--- config.mk ---
export PLATFORM = sky130hd
export DESIGN_NAME = mod_exp
export DESIGN_NICKNAME = d
export VERILOG_FILES = /design/src/rtl/mod_exp_pkg.sv /design/src/rtl/mod_exp_mod_mul.sv /design/src/rtl/mod_exp.sv
export SDC_FILE = /design/constraint.sdc
export NUM_CORES = 2
export LEC_CHECK = 0
export BUFFER_PORTS_ARGS = -buffer_cell sky130_fd_sc_hd__buf_2
export CORE_ASPECT_RATIO = 0.8
export CORE_MARGIN = 8
export CORE_UTILIZATION = 63
export CTS_BUF_LIST = sky130_fd_sc_hd__clkbuf_4 sky130_fd_sc_hd__clkbuf_8
export DETAILED_ROUTE_END_ITERATION = 10
export PLACE_DENSITY = 0.83
export SETUP_SLACK_MARGIN = 0.2
export SYNTH_ARGS = -nofsm -noshare
export SYNTH_HDL_FRONTEND = slang
export SYNTH_SLANG_ARGS = --single-unit
--- constraint.sdc ---
create_clock -name clk -period 10.07 [get_ports clk]
set_input_delay 0.5035 -clock clk [delete_from_list [all_inputs] [get_ports clk]]
set_output_delay 0.5035 -clock clk [all_outputs]
set_load 0.02 [all_outputs]
--- src/rtl/mod_exp_pkg.sv ---
// Shared constants and FSM state type for the modular exponentiation engine.
// Optional feature macro: RSA_MODEXP_BASE_REDUCE_EN (reduce base mod n first).
package mod_exp_pkg;

  localparam int W  = 64;
  localparam int LW = 8;

  // exp_len value meaning "exponent is zero".
  localparam logic [LW-1:0] EXP_LEN_ZERO = 8'hFF;

  // Edges from an mm_start sample to the mm_done sample.
  localparam int MM_LATENCY = 65;

  typedef enum logic [2:0] {
    IDLE   = 3'd0,
    CHECK  = 3'd1,
    REDUCE = 3'd2,
    ITER   = 3'd3,
    SQR    = 3'd4,
    MUL    = 3'd5,
    DONE   = 3'd6
  } state_e;

endpackage

--- src/rtl/mod_exp_mod_mul.sv ---
// Bit-serial interleaved shift-add modular multiplier: p = a*b mod n.
// a is scanned MSB-first, one bit per cycle. Requires b < n and n >= 2.
// Timing: mm_start sampled at edge t loads the operands, edges t+1..t+64
// perform the 64 steps, mm_done is high in the cycle after edge t+64 so the
// consumer samples done and p at edge t+65.
module mod_mul #(
  parameter int W = mod_exp_pkg::W
) (
  input  logic         clk,
  input  logic         rstn,
  input  logic         mm_start,
  input  logic [W-1:0] a,
  input  logic [W-1:0] b,
  input  logic [W-1:0] n,
  output logic [W-1:0] p,
  output logic         mm_done
);

  localparam int CW = $clog2(W);

  logic [W-1:0]  a_q, b_q, n_q, p_q;
  logic [CW-1:0] cnt_q;
  logic          run_q, done_q;

  logic [W:0] dbl, dbl_red, add, add_red, step;

  // One step: P = 2P mod n, then P = P + b mod n when the current a-bit is set.
  // Intermediates carry one extra bit so 2P and P+b cannot overflow.
  always_comb begin
    dbl     = {p_q, 1'b0};
    dbl_red = (dbl >= {1'b0, n_q}) ? dbl - {1'b0, n_q} : dbl;
    add     = dbl_red + {1'b0, b_q};
    add_red = (add >= {1'b0, n_q}) ? add - {1'b0, n_q} : add;
    step    = a_q[W-1] ? add_red : dbl_red;
  end

  // Operand load on start, then W shift-add steps; done pulses after the last.
  always_ff @(posedge clk or negedge rstn) begin
    if (!rstn) begin
      a_q    <= '0;
      b_q    <= '0;
      n_q    <= '0;
      p_q    <= '0;
      cnt_q  <= '0;
      run_q  <= 1'b0;
      done_q <= 1'b0;
    end else begin
      done_q <= 1'b0;
      if (mm_start) begin
        a_q   <= a;
        b_q   <= b;
        n_q   <= n;
        p_q   <= '0;
        cnt_q <= '0;
        run_q <= 1'b1;
      end else if (run_q) begin
        p_q   <= step[W-1:0];
        a_q   <= {a_q[W-2:0], 1'b0};
        cnt_q <= cnt_q + CW'(1);
        if (cnt_q == CW'(W - 1)) begin
          run_q  <= 1'b0;
          done_q <= 1'b1;
        end
      end
    end
  end

  assign p       = p_q;
  assign mm_done = done_q;

endmodule

--- src/rtl/mod_exp.sv ---
// Left-to-right binary modular exponentiation: result = base^exp mod n.
// Launched by md_start from the bit-length stage (exp_len = MSB index of exp).
// Optional macro RSA_MODEXP_BASE_REDUCE_EN adds a REDUCE pass (base mod n)
// so any base is legal; without it the caller guarantees base < n.
// Handshake: md_start is a one-cycle pulse accepted only in IDLE (never
// queued); busy is high while an exponentiation is in flight; md_end pulses
// for one cycle with result valid and result holds until the next completion.
module mod_exp #(
  parameter int W  = mod_exp_pkg::W,
  parameter int LW = mod_exp_pkg::LW
) (
  input  logic                  clk,
  input  logic                  rstn,
  input  logic                  md_start,
  input  logic [W-1:0]          base,
  input  logic [W-1:0]          exp,
  input  logic [LW-1:0]         exp_len,
  input  logic [W-1:0]          n,
  output logic                  busy,
  output logic [W-1:0]          result,
  output logic                  md_end,
  output mod_exp_pkg::state_e   dbg_state
);

  import mod_exp_pkg::*;

  localparam int IW = $clog2(W);

  state_e        state_q, state_d;
  logic [W-1:0]  base_q, exp_q, n_q, br_q, r_q, result_q;
  logic [LW-1:0] i_q;
  logic          mm_pend_q;

  logic          mm_start, mm_done;
  logic [W-1:0]  mm_a, mm_b, mm_p;
  logic          early_exit;

  assign early_exit = (n_q < W'(2)) || (i_q == EXP_LEN_ZERO);

  // Multiplier launch: squares start from ITER so ITER+SQR spans one 66-cycle
  // slot; MUL and REDUCE start in their own first cycle (also 66 cycles).
  always_comb begin
    mm_start = 1'b0;
    mm_a     = r_q;
    mm_b     = r_q;
    case (state_q)
      ITER:   mm_start = (i_q != '0);
      MUL: begin
        mm_b     = br_q;
        mm_start = !mm_pend_q;
      end
`ifdef RSA_MODEXP_BASE_REDUCE_EN
      REDUCE: begin
        mm_a     = base_q;
        mm_b     = W'(1);
        mm_start = !mm_pend_q;
      end
`endif
      default: ;
    endcase
  end

  // Next-state logic.
  always_comb begin
    state_d = state_q;
    case (state_q)
      IDLE:   if (md_start) state_d = CHECK;
      // Early exits preload R and i=0 and leave through ITER, so every
      // completion takes the same ITER->DONE path (md_end two cycles after start).
      CHECK: begin
`ifdef RSA_MODEXP_BASE_REDUCE_EN
        state_d = early_exit ? ITER : REDUCE;
`else
        state_d = ITER;
`endif
      end
`ifdef RSA_MODEXP_BASE_REDUCE_EN
      REDUCE: if (mm_done) state_d = ITER;
`endif
      ITER:   state_d = (i_q == '0) ? DONE : SQR;
      SQR:    if (mm_done) state_d = exp_q[i_q[IW-1:0]] ? MUL : ITER;
      MUL:    if (mm_done) state_d = ITER;
      DONE:   state_d = IDLE;
      default: state_d = IDLE;
    endcase
  end

  // State register.
  always_ff @(posedge clk or negedge rstn) begin
    if (!rstn) state_q <= IDLE;
    else       state_q <= state_d;
  end

  // Tracks an outstanding multiply so MUL/REDUCE launch exactly once.
  always_ff @(posedge clk or negedge rstn) begin
    if (!rstn)         mm_pend_q <= 1'b0;
    else if (mm_start) mm_pend_q <= 1'b1;
    else if (mm_done)  mm_pend_q <= 1'b0;
  end

  // Operand capture, running value R, bit index i and the result register.
  always_ff @(posedge clk or negedge rstn) begin
    if (!rstn) begin
      base_q   <= '0;
      exp_q    <= '0;
      n_q      <= '0;
      br_q     <= '0;
      r_q      <= '0;
      i_q      <= '0;
      result_q <= '0;
    end else begin
      case (state_q)
        IDLE: if (md_start) begin
          base_q <= base;
          exp_q  <= exp;
          n_q    <= n;
          br_q   <= base;
          i_q    <= exp_len;
        end
        CHECK: begin
          if (n_q < W'(2)) begin
            r_q <= '0;
            i_q <= '0;
          end else if (i_q == EXP_LEN_ZERO) begin
            r_q <= W'(1);
            i_q <= '0;
          end else begin
            r_q <= base_q;
          end
        end
`ifdef RSA_MODEXP_BASE_REDUCE_EN
        REDUCE: if (mm_done) begin
          r_q  <= mm_p;
          br_q <= mm_p;
        end
`endif
        ITER: begin
          if (i_q == '0) result_q <= r_q;
          else           i_q      <= i_q - LW'(1);
        end
        SQR:  if (mm_done) r_q <= mm_p;
        MUL:  if (mm_done) r_q <= mm_p;
        default: ;
      endcase
    end
  end

  mod_mul #(.W(W)) u_mod_mul (
    .clk      (clk),
    .rstn     (rstn),
    .mm_start (mm_start),
    .a        (mm_a),
    .b        (mm_b),
    .n        (n_q),
    .p        (mm_p),
    .mm_done  (mm_done)
  );

  assign busy      = (state_q == REDUCE) || (state_q == ITER) ||
                     (state_q == SQR)    || (state_q == MUL);
  assign md_end    = (state_q == DONE);
  assign result    = result_q;
  assign dbg_state = state_q;

endmodule

Yosys cells after proc, flatten, opt, wreduce, memory -nomap -nowiden

Index checks and enable logic that the tools add are counted.

Output and inout port bits: 69
Input port bits: 203
Flip-flop bits (word level): 596
Logic and storage cells: 91

Reduce and logical (&&, ||, !) cells: 17
Add/sub/neg operators: 5
$lt $le $gt $ge: 4
Muxes and demuxes: 36
Equality and inequality tests: 14

Operator list:

| kind                                                | count |
|---|---|
| two-way mux 64 bit                                  | 10 |
| >= comparator 65 x 64 -> 1 bit                      | 2 |
| one-hot mux 64 bit (2 select lines)                 | 1 |
| adder 65 x 64 -> 65 bit                             | 1 |
| two-way mux 65 bit                                  | 1 |
| subtractor 65 x 64 -> 65 bit                        | 1 |
| < comparator 64 x 2 -> 1 bit, second input constant | 1 |
| subtractor 64 bit                                   | 1 |
| two-way mux 8 bit                                   | 4 |
| one-hot mux 8 bit (3 select lines)                  | 1 |
| one-hot mux 3 bit (5 select lines)                  | 1 |
| two-way mux 3 bit                                   | 4 |
| two-way mux 6 bit                                   | 2 |
| == test 3 bit, second input constant                | 3 |
| two-way mux 1 bit                                   | 9 |
| == test 8 bit, second input constant                | 1 |
| logical NOT 8 bit                                   | 1 |
| nonzero test 8 bit                                  | 1 |
| subtractor 8 x 1 -> 8 bit, second input constant    | 1 |
| < comparator 6 x 7 -> 1 bit, second input constant  | 1 |
| adder 6 x 1 -> 6 bit, second input constant         | 1 |
| binary-select mux 1 bit (select 6 bit)              | 1 |
| == test 3 x 2 -> 1 bit, second input constant       | 2 |
| == test 6 bit, second input constant                | 1 |
| other kinds (15)                                    | 24 |

Longest topological paths before layout

Depth in word-level cells: 8
Depth in mapped cells: 44
Mapped depth without buffers: 37

Cells and area by module

From an unflattened synthesis, not the netlist that was laid out.

Cell total of the unflattened synthesis: 3,997
Area total of the unflattened synthesis: 38,001.4 µm²

By module, submodules not included:

| module  | times used | cells each | area each (µm²) | sequential area each (µm²) |
|---|---|---|---|---|
| mod_mul | 1          | 2,893      | 23,510.0        | 6,606.3 |
| mod_exp | 1          | 1,104      | 14,491.4        | 8,308.0 |

Worst setup path before layout

No wires, ideal clock.

Path type: reg2reg
Start: register u_mod_mul.p_q[29] (netlist: u_mod_mul.p[29])
End: register u_mod_mul.p_q[31] (netlist: u_mod_mul.p[31])
Data required time: 9,933 ps
Library setup time: 137 ps
Setup slack: 1,843 ps
Stages on the path, launching flop included: 41
Buffers on the path: 6
Period minus slack after synthesis: 8,227 ps
Arrival time: 8,090 ps
Cells stage by stage: dfrtp_1 > ha_1 > buf_2 > nand2_1 > nor4_1 > nand3_1 > nor2_1 > nor4b_2 > nor3_2 > nor3_2 > or2_0 > buf_2 > buf_4 > buf_2 > nor2_1 > a21oi_1 > ha_1 > a21oi_1 > [5 not listed] > a21o_1 > a221o_1 > a221oi_1 > xnor2_1 > ha_1 > buf_2 > nand4_1 > or4_1 > or4_1 > o21ai_1 > o21bai_1 > o21ai_1 > a21boi_2 > mux2_4 > buf_2 > a21oi_1 > a21boi_1 > o32ai_1

Cells in the longest elaborated chain, start to end: 8
Elaborated cells on any way between the ends: 10
Classes of those cells: 3 x add/sub; 2 x order compare; 5 x mux

Ends and longest elaborated chain:

| element                                                                               | RTL line              | text |
|---|---|---|
| from (decl)                                                                           | mod_exp_mod_mul.sv:21 | `logic [W-1:0] a_q, b_q, n_q, p_q;` |
| from (signal assigned)                                                                | mod_exp_mod_mul.sv:57 | `p_q <= step[W-1:0];` |
| subtractor 65 x 64 -> 65 bit / >= comparator 65 x 64 -> 1 bit (equally long branches) | mod_exp_mod_mul.sv:31 | `dbl_red = (dbl >= {1'b0, n_q}) ? dbl - {1'b0, n_q} : dbl;` |
| two-way mux 65 bit *                                                                  | mod_exp_mod_mul.sv:31 |  |
| adder 65 x 64 -> 65 bit                                                               | mod_exp_mod_mul.sv:32 | `add = dbl_red + {1'b0, b_q};` |
| subtractor 64 bit / >= comparator 65 x 64 -> 1 bit (equally long branches)            | mod_exp_mod_mul.sv:33 | `add_red = (add >= {1'b0, n_q}) ? add - {1'b0, n_q} : add;` |
| two-way mux 64 bit                                                                    | mod_exp_mod_mul.sv:33 |  |
| two-way mux 64 bit *                                                                  | mod_exp_mod_mul.sv:34 | `step = a_q[W-1] ? add_red : dbl_red;` |
| two-way mux 64 bit *                                                                  | mod_exp_mod_mul.sv:56 | `end else if (run_q) begin` |
| two-way mux 64 bit *                                                                  | mod_exp_mod_mul.sv:49 | `if (mm_start) begin` |

Every way passes the cells marked *; elsewhere a longest branch is shown, timed or not. The select of a mux whose other input is x is not followed.
A chain may end at the register's enable or synchronous reset.

Worst setup path in the final report

Start: register u_mod_mul.p_q[19] (netlist: u_mod_mul.p[19])
End: register u_mod_mul.p_q[4] (netlist: u_mod_mul.p[4])

Cells in the longest elaborated chain, start to end: 8
Elaborated cells on any way between the ends: 10
Classes of those cells: 3 x add/sub; 2 x order compare; 5 x mux

Ends and longest elaborated chain:

| element                                                                               | RTL line |
|---|---|
| subtractor 65 x 64 -> 65 bit / >= comparator 65 x 64 -> 1 bit (equally long branches) | mod_exp_mod_mul.sv:31 |
| two-way mux 65 bit *                                                                  | mod_exp_mod_mul.sv:31 |
| adder 65 x 64 -> 65 bit                                                               | mod_exp_mod_mul.sv:32 |
| >= comparator 65 x 64 -> 1 bit / subtractor 64 bit (equally long branches)            | mod_exp_mod_mul.sv:33 |
| two-way mux 64 bit                                                                    | mod_exp_mod_mul.sv:33 |
| two-way mux 64 bit *                                                                  | mod_exp_mod_mul.sv:34 |
| two-way mux 64 bit *                                                                  | mod_exp_mod_mul.sv:56 |
| two-way mux 64 bit *                                                                  | mod_exp_mod_mul.sv:49 |

Marked as above.

==> results.sh <==
export IMPL_hold_viol=0
export IMPL_critical_path_peak_fanout=26
export IMPL_die_height_microns=236
export IMPL_ys_flop_type="sky130_fd_sc_hd__dfrtp_1"
export IMPL_dr_first_iter_drc_count=6279
export IMPL_die_w_microns=291
export IMPL_min_delay_path_class="primary input to register"
export IMPL_async_flop_share=1.00
export IMPL_finalSetupViolCount=0
export IMPL_result_of_the_run="completed"
export IMPL_maxCapViolations=0
export IMPL_grt_start_max_net_pins=156
export IMPL_design_portCount=272
export IMPL_die_area_sq_um=68800
export IMPL_routed_via_density=6.89
export IMPL_final_layout_size_suffix_gt1_frac=0.211
export IMPL_grt_util_met1=0.600
export IMPL_crit_buf_inv=2
export IMPL_ys_seq_area_frac=0.390
export IMPL_synth_edf_count=0
export IMPL_yosys_area_share_xor_xnor=0.0417
export IMPL_cp_arrival_ns=10.28
export IMPL_yosys_warnings=0
export IMPL_ys_types=95
export IMPL_postSynthRegisterBits=596
export IMPL_placedCellCount=5220
export IMPL_drt_wirelength_per_cell_microns=28.8
export IMPL_instances_no_fill=5563
export IMPL_adder_cell_fraction_of_synth_area=0.0658
export IMPL_cp_slowest_cell="sky130_fd_sc_hd__o21ai_0"
export IMPL_clkSinkCount=596
export IMPL_cp_start_kind="register"
export IMPL_global_route_usage_met3=0.217
export IMPL_max_clock_path_buffers=3
export IMPL_clk_transition_reported_paths_ns=0.08
export IMPL_vias_in_the_first_global_route=36939
export IMPL_remaining_drc_errors=0
export IMPL_final_max_slew_viol_count=0
export IMPL_drt_antenna_violating_nets=0
export IMPL_crit_path_end_kind="register"
export IMPL_via_count=38323
export IMPL_worst_slew_slack_as_a_fraction_of_its_limit=0.192
export IMPL_synth_simple_gate_area_frac=0.133
export IMPL_place_gp_congestion=1.12
export IMPL_placement_io_buffers=271
export IMPL_synth_mux_area_fraction=0.125
export IMPL_global_route_usage_total=0.447
export IMPL_syn_area_sq_um=38200
export IMPL_global_route_wire_length_before_repair_microns=235000
export IMPL_cts_h_tree_lvls=3
export IMPL_max_slew_worst_pin_slew_ns=1.21
export IMPL_start_util=0.639
export IMPL_cts_tree="built"
export IMPL_fin_crit_sh=0.963
export IMPL_setup_worst_path_class="register to register"
export IMPL_area_growth_syn_to_layout_pct=18.1
export IMPL_period_needed_ns=9.69
export IMPL_largest_family_of_logic_cells_by_synthesized_area="compound AO/OA/AOI/OAI gates"
export IMPL_synthesized_area_fraction_occupied_by_ao_oa_aoi_and_oai_cells=0.204
export IMPL_grt_antenna_before_repair=12
export IMPL_worst_path_largest_cell_delay_ns=0.80
export IMPL_cts_root_buffer="sky130_fd_sc_hd__clkbuf_8"
export IMPL_setup_clock_skew_after_layout_ns=0.0844
export IMPL_numCtsBuffers=94
export IMPL_globalRouteOverflowTotal=0
export IMPL_floorplan_core_area_sq_um=59800
export IMPL_grt_busiest_layer="met2"
export IMPL_syn_instance_count=4233
export IMPL_max_clock_freq_ghz=0.103
export IMPL_rsz_0062_raised_after_global_routing="no"
export IMPL_first_pass_detailed_route_iteration_total=7
export IMPL_design_final_nets=5101
export IMPL_syn_mean_instance_area_sq_um=9.02
export IMPL_finalWirelength_microns=160000
export IMPL_clock_insertion_delay_worst_skew_ns=0.79
export IMPL_worstPathRequired_ns=10.66
export IMPL_number_of_placement_rows=80
export IMPL_fillerInstances=3935
export IMPL_critPathTopFamily="compound AO/OA/AOI/OAI gates"
export IMPL_place_hpwl_microns=108000
export IMPL_met2_usage=0.615
export IMPL_synthesized_netlist_net_count=4635
-- state kept, by name, summed over array words and instances, names as in the netlist --
register and count:
br_q 64, exp_q 64, mm_a 64, n_q 64, result 64, u_mod_mul.a_q 64
u_mod_mul.b_q 64, u_mod_mul.n_q 64, u_mod_mul.p 64, i_q 8, u_mod_mul.cnt_q 6, dbg_state 3
mm_pend_q 1, u_mod_mul.mm_done 1, u_mod_mul.run_q 1
-- final timing paths --
kind | from | endpoint | slack (ns) | cells after the start
max | u_mod_mul.p[19] | u_mod_mul.p[4] | 0.38 | 35
min | exp[35] | exp_q[35] | 0.03 | 2
max reg2reg | u_mod_mul.p[19] | u_mod_mul.p[4] | 0.38 | 35
min reg2reg | u_mod_mul.b_q[4] | u_mod_mul.b_q[4] | 0.49 | 2
max in group asynchronous | rstn | u_mod_mul.n_q[42] | 7.18 | 4
min in group asynchronous | rstn | exp_q[26] | 0.35 | 2
-- stage by stage --
| stage | area, sq um | util | setup TNS, ns | hold WS (ns) | setup slack [ns] |
|---|---|---|---|---|---|
| 3_3_place_gp | 41100 | 0.688 | -0.102 | 0.459 | -0.102 |
| 2_1_floorplan | 38200 | - | 0 | 0.208 | 1.84 |
| 4_1_cts | 44800 | 0.750 | 0 | 0.0000474 | 0.282 |
| 6_report | 45100 | 0.755 | 0 | 0.0252 | 0.376 |
| 5_1_grt | 45100 | 0.755 | 0 | 0.00648 | 0.194 |
| 3_5_place_dp | 41100 | 0.688 | -0.157 | 0.477 | -0.114 |
-- cells in the mapped netlist, types with 34 or more instances --
library cell	n	share of area
sky130_fd_sc_hd__a211oi_1	34	0.0067
sky130_fd_sc_hd__a21o_1	108	0.021
sky130_fd_sc_hd__a21oi_1	366	0.048
sky130_fd_sc_hd__clkbuf_1	205	0.020
sky130_fd_sc_hd__dfrtp_1	596	0.39
sky130_fd_sc_hd__ha_1	196	0.064
sky130_fd_sc_hd__inv_1	126	0.012
sky130_fd_sc_hd__mux2_2	265	0.078
sky130_fd_sc_hd__mux2i_1	152	0.040
sky130_fd_sc_hd__nand2_1	534	0.052
sky130_fd_sc_hd__nand3_1	80	0.010
sky130_fd_sc_hd__nand4_1	64	0.010
sky130_fd_sc_hd__nor2_1	248	0.024
sky130_fd_sc_hd__nor3_1	52	0.0068
sky130_fd_sc_hd__o21ai_0	481	0.063
sky130_fd_sc_hd__xnor2_1	98	0.022
sky130_fd_sc_hd__xor2_1	84	0.019
-- layout make-up --
cell class	instances	area (sq um)	share of cell area
clock inverter	24	354	0.00785
sequential	596	14900	0.331
antenna	11	27.5	0.000610
tap	779	975	0.0216
multi-input combinational	3251	22000	0.488
timing repair buffer	629	4550	0.101
clock buffer	146	1800	0.0400
inverter	127	477	0.0106
-- layout by cell type, fill, tap and decap left out, types with 16 or more instances in the layout --
cell type,instances
sky130_fd_sc_hd__xor2_1,84
sky130_fd_sc_hd__nand3_1,79
sky130_fd_sc_hd__clkbuf_4,33
sky130_fd_sc_hd__o21ai_0,477
sky130_fd_sc_hd__nor3_1,48
sky130_fd_sc_hd__mux2i_1,152
sky130_fd_sc_hd__and3_1,32
sky130_fd_sc_hd__buf_4,197
sky130_fd_sc_hd__o21ai_1,29
sky130_fd_sc_hd__a21oi_1,363
sky130_fd_sc_hd__a22oi_1,20
sky130_fd_sc_hd__inv_1,126
sky130_fd_sc_hd__nor4_1,25
sky130_fd_sc_hd__buf_2,270
sky130_fd_sc_hd__a21o_1,108
sky130_fd_sc_hd__a21boi_0,16
sky130_fd_sc_hd__a211oi_1,33
sky130_fd_sc_hd__o21bai_1,26
sky130_fd_sc_hd__nand2b_1,21
sky130_fd_sc_hd__a31oi_1,30
sky130_fd_sc_hd__dfrtp_1,594
sky130_fd_sc_hd__ha_1,187
sky130_fd_sc_hd__nor2_1,245
sky130_fd_sc_hd__nand4_1,64
sky130_fd_sc_hd__mux2_2,265
sky130_fd_sc_hd__dlygate4sd3_1,153
sky130_fd_sc_hd__clkbuf_8,113
sky130_fd_sc_hd__xnor2_1,92
sky130_fd_sc_hd__nand2_1,534
sky130_fd_sc_hd__o21a_1,26
sky130_fd_sc_hd__nor2b_1,19
-- kinds of logic after synthesis --
logic type | after synthesis
XOR/XNOR | 182
AND/OR/NAND/NOR | 1136
AO/OA/AOI/OAI | 1303
adder cells (fa/ha/maj) | 199
flip-flops | 596
multiplexers | 431
buffers and inverters | 386
-- timing repair --
| action | CTS | global route |
|---|---|---|
| buffers inserted | 0 | 8 |
| hold buffers | 152 | 1 |
| endpoints found under the setup margin | 59 | 64 |
| hold endpoints to repair | 246 | 1 |
| gates cloned | 0 | 1 |
| pin swaps | 0 | 2 |
| resized for setup | 5 | 38 |
-- per-layer routing --
layer	vias up	routed length (microns)
met3	623	27800
li1	16183	-
met5	-	39
met1	18199	61100
met4	6	7780
met2	3312	63500
Power is not shown: default switching activity piles up to over one toggle a cycle in this logic, so the estimate is an artifact.
